--- config.mk ---
export PLATFORM = sky130hd
export DESIGN_NAME = if_queue
export DESIGN_NICKNAME = d
export VERILOG_FILES = /design/src/rtl/if_queue_pkg.sv /design/src/rtl/ifq_storage.sv /design/src/rtl/if_queue.sv
export SDC_FILE = /design/constraint.sdc
export NUM_CORES = 1
export LEC_CHECK = 0
export BUFFER_PORTS_ARGS = -buffer_cell sky130_fd_sc_hd__buf_2
export CAP_MARGIN = 40
export CORE_ASPECT_RATIO = 0.8
export CORE_MARGIN = 3
export CORE_UTILIZATION = 57
export DETAILED_ROUTE_END_ITERATION = 12
export HOLD_SLACK_MARGIN = 0.15
export PLACE_DENSITY = 0.79
export SKIP_LAST_GASP = 1
export SYNTH_ARGS = -nofsm -noshare
export SYNTH_HDL_FRONTEND = slang
export SYNTH_SLANG_ARGS = --single-unit
--- constraint.sdc ---
create_clock -name clk -period 3.4 [get_ports clk]
set_clock_uncertainty 0.2 [all_clocks]
set_input_delay 0.51 -clock clk [delete_from_list [all_inputs] [get_ports clk]]
set_output_delay 0.51 -clock clk [all_outputs]
set_load 0.01 [all_outputs]
--- src/rtl/if_queue_pkg.sv ---
// Shared widths and types for the instruction fetch queue.
//   INST_ADDR_W / INST_W : PC and instruction widths
//   ZERO_WORD            : value driven on the head outputs when idle
//   IFQ_DEPTH / IFQ_AW   : default queue depth and pointer width
//   ifq_entry_t          : one stored {pc, inst} pair
package if_queue_pkg;
    localparam int INST_ADDR_W = 32;
    localparam int INST_W      = 32;
    localparam int IFQ_DEPTH   = 4;
    localparam int IFQ_AW      = 2;

    localparam logic [INST_W-1:0] ZERO_WORD = '0;

    typedef struct packed {
        logic [INST_ADDR_W-1:0] pc;
        logic [INST_W-1:0]      inst;
    } ifq_entry_t;

    localparam int ENTRY_W = $bits(ifq_entry_t);
endpackage

--- src/rtl/ifq_storage.sv ---
// Register array backing the fetch queue.
//   clk          : clock
//   we/waddr/wdata : single synchronous write port
//   raddr/rdata  : asynchronous read port
// Contents are not reset; validity is tracked by the queue pointers.
module ifq_storage #(
    parameter int DEPTH = 4,
    parameter int AW    = 2,
    parameter int DW    = 64
) (
    input  logic          clk,
    input  logic          we,
    input  logic [AW-1:0] waddr,
    input  logic [DW-1:0] wdata,
    input  logic [AW-1:0] raddr,
    output logic [DW-1:0] rdata
);
    logic [DW-1:0] mem [DEPTH];

    always_ff @(posedge clk) begin
        if (we) mem[waddr] <= wdata;
    end

    assign rdata = mem[raddr];
endmodule

--- src/rtl/if_queue.sv ---
// Instruction fetch queue between fetch (pc_reg/ROM) and decode.
//   clk, rst      : clock, synchronous active-high reset
//   if_pc_i/if_inst_i/if_valid_i : fetched word from the fetch stage
//   if_stall_o    : holds pc_reg while the queue is full
//   flush_i       : redirect; drops all queued words and the current input
//   id_ready_i    : decode takes the head this cycle
//   id_valid_o/id_pc_o/id_inst_o : head entry toward decode
//   count_o       : occupancy, 0..DEPTH
// Optional feature macro IFQ_BYPASS_EN: when the queue is empty the incoming
// word is forwarded combinationally to decode (zero-cycle latency).
module if_queue
    import if_queue_pkg::*;
#(
    parameter int DEPTH = IFQ_DEPTH,
    parameter int AW    = IFQ_AW
) (
    input  logic                   clk,
    input  logic                   rst,
    input  logic [INST_ADDR_W-1:0] if_pc_i,
    input  logic [INST_W-1:0]      if_inst_i,
    input  logic                   if_valid_i,
    output logic                   if_stall_o,
    input  logic                   flush_i,
    input  logic                   id_ready_i,
    output logic                   id_valid_o,
    output logic [INST_ADDR_W-1:0] id_pc_o,
    output logic [INST_W-1:0]      id_inst_o,
    output logic [AW:0]            count_o
);
    localparam logic [AW:0] FULL_CNT = (AW+1)'(DEPTH);

    logic [AW-1:0] rd_ptr, wr_ptr;
    logic [AW:0]   count_q;
    logic          full, empty, byp, byp_take, push, pop;
    ifq_entry_t    head, wr_entry;

    assign full  = (count_q == FULL_CNT);
    assign empty = (count_q == '0);

`ifdef IFQ_BYPASS_EN
    // rst gates the forward path so outputs read idle during reset.
    assign byp = empty && if_valid_i && !flush_i && !rst;
`else
    assign byp = 1'b0;
`endif

    // A bypassed word that decode takes immediately is never stored.
    assign byp_take = byp && id_ready_i;
    // Refused when full even if a pop frees a slot this cycle; the stall
    // keeps the PC so the word is offered again.
    assign push     = if_valid_i && !full && !flush_i && !byp_take;
    assign pop      = !empty && id_ready_i && !flush_i;

    assign wr_entry = '{pc: if_pc_i, inst: if_inst_i};

    ifq_storage #(
        .DEPTH (DEPTH),
        .AW    (AW),
        .DW    (ENTRY_W)
    ) u_storage (
        .clk   (clk),
        .we    (push),
        .waddr (wr_ptr),
        .wdata (wr_entry),
        .raddr (rd_ptr),
        .rdata (head)
    );

    always_ff @(posedge clk) begin
        if (rst || flush_i) begin
            rd_ptr  <= '0;
            wr_ptr  <= '0;
            count_q <= '0;
        end else begin
            if (push) wr_ptr <= wr_ptr + 1'b1;
            if (pop)  rd_ptr <= rd_ptr + 1'b1;
            case ({push, pop})
                2'b10:   count_q <= count_q + 1'b1;
                2'b01:   count_q <= count_q - 1'b1;
                default: count_q <= count_q;
            endcase
        end
    end

    always_comb begin
        id_valid_o = !empty || byp;
        id_pc_o    = ZERO_WORD;
        id_inst_o  = ZERO_WORD;
        if (!empty) begin
            id_pc_o   = head.pc;
            id_inst_o = head.inst;
        end else if (byp) begin
            id_pc_o   = if_pc_i;
            id_inst_o = if_inst_i;
        end
    end

    assign if_stall_o = full;
    assign count_o    = count_q;
endmodule

==> Yosys cells after proc, flatten, opt, wreduce, memory -nomap -nowiden <==
Memory sizes are Yosys's and may differ from the RTL's. A register that Yosys moved wholly into a read port is not among the register bits.
Cells that the tools add are included.
{ "word_totals": {"mem_count": 1, "elab_cells": 28, "ramBits": 256, "register_bits": 7, "input_bits": 69, "out_inout_bits": 69} }
{ "op_classes": {"n_eq_ne": 3, "reduce_logical": 10, "add_sub_neg": 4, "muxes": 7} }
{ "mem_list": {"columns": ["name", "words", "width", "rd", "rd_ports_with_merged_regs", "write_ports", "line_no", "source"], "rows": [
  ["u_storage.mem", 4, 64, 1, 1, 1, "ifq_storage.sv:18", "logic [DW-1:0] mem [DEPTH];"]
]} }
{ "ops": {"columns": ["op", "count"], "rows": [
  ["$mux 32", 2],
  ["$pmux 3 s2", 1],
  ["$add 2x1->2 const B", 2],
  ["$logic_and 1x1->1", 4],
  ["$mux 2", 2],
  ["$add 3x1->3 const B", 1],
  ["$eq 3x3->1 const B", 1],
  ["$logic_not 1->1", 3],
  ["$logic_not 3->1", 1],
  ["$sub 3x1->3 const B", 1],
  ["$eq 2x1->1 const B", 1],
  ["$eq 2x2->1 const B", 1],
  ["$mux 1", 2],
  ["$reduce_bool 2->1", 1],
  ["$logic_or 1x1->1", 1]
]} }

==> Longest topological paths before layout <==
Gate-level depths: netlist (run 1).
{ "logic_depth": {"depth_word": 6, "ltp_mapped": 10, "depth_no_buf": 9} }

==> By module <==
From an unflattened synthesis (run 1), not the netlist that was laid out.
{ "unflattened": {"hier_cells": 451, "hier_area_um2": 10171.0} }
{ "by_module_without_submodules": {"columns": ["mod", "instances", "cells_per_inst", "area_each_um2"], "rows": [
  ["ifq_storage", 1, 338, 9341.5],
  ["if_queue", 1, 113, 829.5]
]} }

==> Worst setup path before layout (run 1) <==
Ideal clock, no wire load.
{ "synth_path": {"kind": "input to register", "from": "input port if_valid_i", "to": "memory u_storage.mem[0][0], enable pin", "arrival_time_ns": 2.423, "n_path_buf": 0, "path_stages": 2, "setup_time_ns": 0.429, "required_ns": 2.771, "path_slack_ns": 0.348, "path_cell_list": "nor2b_1 > and3_1"} }
{ "synth_via": {"elab_chain_cells": 4} }
{ "synth_lines": {"columns": ["element", "line_no", "source"], "rows": [
  ["start: declaration", "if_queue.sv:21", "input logic if_valid_i,"],
  ["$logic_and 1x1->1 (2 in a row)", "if_queue.sv:51", "assign push = if_valid_i && !full && !flush_i && !byp_take;"],
  ["$mux 1", "ifq_storage.sv:21", "if (we) mem[waddr] <= wdata;"],
  ["$mux 1 (not written as such)", "ifq_storage.sv:21", null],
  ["end: declaration", "ifq_storage.sv:18", null]
]} }
No other way between the ends.

==> results of run 1 <==
[metrics by stage]
step	util, %	setup slack, ns	hold slack (ns)	power (uW)	cell area (sq um)
after floorplan	-	0.348	0.285	3830	10200
after global placement	63.8	0.866	0.302	3930	11200
after detailed placement	64.0	0.723	0.318	3950	11200
after CTS	71.8	0.327	0.210	6430	12600
after global routing	71.8	0.224	0.237	6600	12600
final	71.8	0.392	0.224	6390	12600
[Yosys cell counts (2+ instances only)]
cell type	number
xor2_1	4
inv_1	7
clkbuf_1	8
or3_1	2
and2_1	64
mux4_2	60
buf_12	6
dfxtp_1	9
and3_1	4
edfxtp_1	256
a21oi_1	3
nor2_1	8
buf_2	7
mux4_1	4
ha_1	5
[worst register-to-register path: stages, from the launching register on]
cell and delay, ns:
dfxtp_1 0.41, or3b_1 0.52, and2_4 0.20, inv_1 0.06, ha_1 0.19, inv_1 0.07
fa_1 0.38, xor2_1 0.16, or3_1 0.32, a21oi_1 0.14
[sequential cells by signal (all words and copies together) (netlist names), named ones only]
name and flops:
count_o 3, rd_ptr 2, u_storage.mem 256, wr_ptr 2
[final timing paths]
kind                                   to  slack (ns)
setup / recovery            id_inst_o[16]        0.39
hold reg to reg    rd_ptr[1]$_SDFFE_PP0P_        0.35
hold / removal     wr_ptr[0]$_SDFFE_PP0P_        0.22
setup reg to reg  count_o[2]$_SDFFE_PP0P_        0.69
[routing by layer]
layer  up-vias  global-route usage [%]  part of all wire (%)
met5         -                       0                     0
met4         0                    5.14                   2.3
met3        35                    3.98                   5.9
met2       180                    32.3                    50
met1      2639                    27.7                    42
li1       2298                       -                     -
[power groups by stage]
stage          Combinational (uW)  Sequential, uW  Clock [uW]
2_1_floorplan                 117            3710           0
3_3_place_gp                  225            3710           0
3_5_place_dp                  241            3710           0
4_1_cts                       303            3640        2490
5_1_grt                       327            3640        2630
6_report                      302            3640        2440
[layout make-up]
type / instances / area [sq um] / area share, %
clock buffers: 35 / 663 / 5.28
multi-input cells: 166 / 2160 / 17.2
flip-flops and latches: 265 / 7880 / 62.7
clock inverters: 10 / 46.3 / 0.369
well taps: 225 / 282 / 2.24
inverters: 7 / 26.3 / 0.209
repair buffers: 212 / 1500 / 12.0
[kinds of logic after synthesis]
group                      share of synthesized area, %
DFF                                                76.9
and+or+nand+nor                                    4.98
muxes                                              14.2
buffers and inverters                              2.22
AOI/OAI and AO/OA                                 0.550
adders and majority gates                         0.807
xor gates and xnor gates                          0.342
==> flow_summary.json, run 1 <==
{
  "route.detailed.drc": 0,
  "worstSetupPathDepth": 4,
  "final_cell_mix": "256 x edfxtp_1, 137 x buf_2, 66 x dlygate4sd3_1",
  "syn_to_final_growth_pct": 22.7,
  "reg2reg_depth": 9,
  "finalSetupTns_ns": 0,
  "dieArea_sq_um": 19600,
  "die-width_um": 156,
  "holdCritPathClass": "primary input to flip-flop",
  "maxSlewViolCount": 0,
  "synth_flop_cell": "edfxtp_1",
  "p_clk_share_pct": 38.3,
  "path_delay_family": "flip-flops",
  "yosys_warnings": 0,
  "cts_buffers": 25,
  "r2r_start": "count_o[2]$_SDFFE_PP0P_",
  "critical_path_buf_inv_count": 2,
  "dr.pass1.iters": 4,
  "syn_avg_cell_area_sq_um": 22.2,
  "slew_headroom_pct": 60.6,
  "gp_congestion": 0.762,
  "num_io_pins": 138,
  "grt_pass1_vias": 5581,
  "rows": 43,
  "finalSetupViolations": 0,
  "drive_gt1_share_pct": 35.3,
  "vdd.ir_drop.worst_uv": 428,
  "powerDensity_nw_per_um2": 509,
  "yosysUniqueCellTypes": 29,
  "fmax_mhz": 332,
  "synth-edff-count": 256,
  "pwr-share-comb_pct": 4.7,
  "io_buffers": 137,
  "hpwl_mm": 11.0,
  "cts_sinks": 265,
  "ys_ff_latch": 265,
  "cts.htree.levels": 1,
  "cpPeakStageDelay_ns": 0.56,
  "post-route-min-period_ns": 3.01,
  "grt_pass1_wl_mm": 30.1,
  "start_kind": "flip-flop",
  "post_drt_wl_per_cell_um": 20.6,
  "p_int_uw": 5140,
  "rsz0062_at_grt": "no",
  "worstHoldStart": "flush_i",
  "initial_core_util_pct": 58.5,
  "grt_max_degree": 39,
  "n_antenna_cell": 0,
  "die_y_um": 126,
  "p_leak_uw": 0.00439,
  "p_sw_share_pct": 19.5,
  "tightest_slew_ns": 0.591,
  "synth_cells": 461,
  "grt_usage_pct": 19.7,
  "postRouteAntennaNets": 0,
  "drt_wl_total_mm": 19.0,
  "syn-cell-area_sq_um": 10200,
  "synth_top_cell_by_area": "edfxtp_1",
  "seqPwrFrac_pct": 57.0,
  "path_class": "flip-flop to output port",
  "viasPerCell": 5.60,
  "status": "finished, final reports clean",
  "ys_seq_area_share_pct": 76.9,
  "arrival_ns": 2.30,
  "cts_setup_buffers": 0,
  "fillers": 1028,
  "postSynth.asyncResetShare_pct": 0,
  "overflow": 0,
  "hold_buffers": 66,
  "clock-root-buffer": "clkbuf_16",
  "crit_path_end_kind": "output port",
  "synth_top_area_share_pct": 75.1,
  "hold_violations": 0,
  "period_share_pct": 88.5,
  "crit_fanout": 17,
  "switchingPower_uw": 1240,
  "coreArea_sq_um": 17500,
  "dp_cells": 809,
  "min_path_cells": 3,
  "instances_no_fill": 920,
  "critPathRequiredTime_ns": 2.69,
  "cts_buffer_depth": 3,
  "synthTopCellsByArea": "edfxtp_1 75%, mux4_2 13%, and2_1 3.9%, dfxtp_1 1.8%, buf_12 1.2%",
  "worstPathCellList": "buf_4 -> mux4_2 -> and2_1 -> buf_2",
  "nNetsFinal": 752,
  "syn_nets": 536,
  "antenna_found_initial": 0,
  "layout_commonest_cell": "edfxtp_1",
  "cts_resized": 0,
  "num_vias": 5152,
  "drtIter0Drc": 394,
  "clk_latency_ns": 0.51,
  "clk_pin_slew_ns": 0.06,
  "max_cap_viol_count": 0,
  "cts_tree": "done",
  "crit_path_top_delay_cell": "dfxtp_4"
}
Note: power is estimated with default switching activity, not from simulation.
==> run 2: changes to the inputs <==
--- a/config.mk
+++ b/config.mk
@@ -7,12 +7,14 @@
 export LEC_CHECK = 0
 export BUFFER_PORTS_ARGS = -buffer_cell sky130_fd_sc_hd__buf_2
 export CAP_MARGIN = 40
+export CELL_PAD_IN_SITES_DETAIL_PLACEMENT = 2
+export CELL_PAD_IN_SITES_GLOBAL_PLACEMENT = 2
 export CORE_ASPECT_RATIO = 0.8
 export CORE_MARGIN = 3
-export CORE_UTILIZATION = 57
+export CORE_UTILIZATION = 44
 export DETAILED_ROUTE_END_ITERATION = 12
 export HOLD_SLACK_MARGIN = 0.15
-export PLACE_DENSITY = 0.79
+export PLACE_DENSITY_LB_ADDON = 0.1
 export SKIP_LAST_GASP = 1
 export SYNTH_ARGS = -nofsm -noshare
 export SYNTH_HDL_FRONTEND = slang
==> flow_summary.json, run 2 (synthesis gave the netlist of run 1 again) <==
{
  "drt_wl_total_mm": 24.7,
  "post-route-min-period_ns": 3.15,
  "clk_pin_slew_ns": 0.06,
  "critPathRequiredTime_ns": 2.69,
  "period_share_pct": 92.6,
  "nNetsFinal": 759,
  "seqPwrFrac_pct": 55.4,
  "largest_register": "u_storage.mem",
  "hold_end": "wr_ptr[1]$_SDFFE_PP0P_",
  "r2r_slack_ns": 0.64,
  "min_path_cells": 4,
  "dpl_cell_area_sq_um": 11300,
  "path_class": "flip-flop to output port",
  "num_vias": 5230,
  "n_antenna_cell": 0,
  "switchingPower_uw": 1340,
  "syn_to_final_growth_pct": 24.3,
  "rsz0062_at_grt": "no",
  "cts_sinks": 265,
  "cts_buffer_depth": 3,
  "arrival_ns": 2.44,
  "r2r_start": "count_o[2]$_SDFFE_PP0P_",
  "grt_pass1_vias": 6216,
  "status": "finished, final reports clean",
  "layout_commonest_cell": "edfxtp_1",
  "overflow": 0,
  "cts_buffers": 27,
  "p_leak_uw": 0.00444,
  "tightest_slew_ns": 0.575,
  "worstHoldStart": "flush_i",
  "fmax_mhz": 318,
  "slew_headroom_pct": 61.6,
  "clk_latency_ns": 0.52,
  "cts_tree": "done",
  "p_sw_share_pct": 20.3,
  "powerDensity_nw_per_um2": 517,
  "initial_core_util_pct": 45.1,
  "cts.htree.levels": 1,
  "max_cap_viol_count": 0,
  "io_buffers": 137,
  "post_drt_wl_per_cell_um": 24.4,
  "start_kind": "flip-flop",
  "hpwl_mm": 15.2,
  "hold_violations": 0,
  "num_io_pins": 138,
  "rows": 49,
  "finalInstanceArea_sq_um": 12700,
  "crit_fanout": 49,
  "route.detailed.drc": 0,
  "antenna_found_initial": 0,
  "r2r-end": "count_o[2]$_SDFFE_PP0P_",
  "coreArea_sq_um": 22700,
  "drive_gt1_share_pct": 36.2,
  "pwr-share-comb_pct": 4.8,
  "grt_usage_pct": 20.3,
  "viasPerCell": 5.18,
  "gp_congestion": 0.712,
  "grt_max_degree": 50,
  "clock-root-buffer": "clkbuf_16",
  "grt_pass1_wl_mm": 38.4,
  "postRouteAntennaNets": 0,
  "power_uw": 6580,
  "die_y_um": 142,
  "finalSetupViolations": 0,
  "dieArea_sq_um": 25100,
  "vdd.ir_drop.worst_uv": 348,
  "crit_path_end_kind": "output port",
  "final_cell_mix": "256 x edfxtp_1, 137 x buf_2, 65 x dlygate4sd3_1",
  "p_clk_share_pct": 39.8,
  "holdCritPathClass": "primary input to flip-flop",
  "largest_reg_flops": 256,
  "cts_resized": 0,
  "reg2reg_depth": 9,
  "drtIter0Drc": 313,
  "die-width_um": 177,
  "fillers": 1919,
  "dr.pass1.iters": 4,
  "finalSetupTns_ns": 0,
  "p_int_uw": 5240,
  "maxSlewViolCount": 0
}
-- run 2: cell types whose count changed in the layout (fill, tap and decap cells not counted) --
cell,before,now
buf_12,7,5
buf_4,2,10
clkbuf_1,10,8
clkbuf_16,25,27
clkinv_1,6,8
clkinv_2,3,5
dlygate4sd3_1,66,65
-- run 2: stage by stage --
step                hold slack [ns]  cells  worst slack [ns]  util, %
CTS                           0.157   1010             0.217     56.1
floorplan                     0.285    461             0.348        -
global route                  0.183   1010             0.109     56.1
finish                        0.180   1010             0.253     56.1
global placement              0.304    896             0.828     49.8
detailed placement            0.320    896             0.679     49.8
-- run 2: layout make-up --
type | count | area, sq um | area share [%]
Inverter | 7 | 26.3 | 0.206
Clock inverter | 14 | 63.8 | 0.501
Tap cell | 306 | 383 | 3.01
Multi-Input combinational cell | 166 | 2160 | 17.0
Clock buffer | 35 | 706 | 5.55
Sequential cell | 265 | 7880 | 61.9
Timing Repair Buffer | 217 | 1510 | 11.9
-- run 2: worst max path at each step --
stage,endpoint,start,slack [ns],cells after the start
2_1_floorplan,u_storage.mem[0][0]$_DFFE_PP_,if_valid_i,0.35,2
3_3_place_gp,count_o[2]$_SDFFE_PP0P_,count_o[2]$_SDFFE_PP0P_,0.83,9
3_5_place_dp,count_o[2]$_SDFFE_PP0P_,count_o[2]$_SDFFE_PP0P_,0.68,9
4_1_cts,id_inst_o[7],count_o[1]$_SDFFE_PP0P_,0.22,4
5_1_grt,id_pc_o[18],count_o[0]$_SDFFE_PP0P_,0.11,4
6_report,id_inst_o[7],count_o[1]$_SDFFE_PP0P_,0.25,4
-- run 2: worst max-delay path: stages, from the launching register on --
cell and delay (ns):
dfxtp_1 0.37, or3_2 0.71, buf_4 0.40, and2_1 0.25, buf_2 0.15
-- run 2: power groups by stage --
stage                     registers, uW  clock network, uW  logic, uW
after floorplan                    3710                  0        117
after global placement             3700                  0        237
after detailed placement           3710                  0        256
after CTS                          3640               2700        319
after global routing               3640               2830        349
final                              3640               2620        317
-- run 2: timing repair --
item | 4_1_cts | 5_1_grt
hold buffers | 65 | 0
setup buffers | 0 | 0
endpoints found under the hold margin | 257 | 0
-- run 2: per-layer routing --
metal  vias up  routed length (um)  track usage [%]
li1       2311                   -                -
met4         0                 393             4.26
met3        30                1180             4.43
met2       122               13200             36.5
met5         -                   0                0
met1      2767                9930             25.5
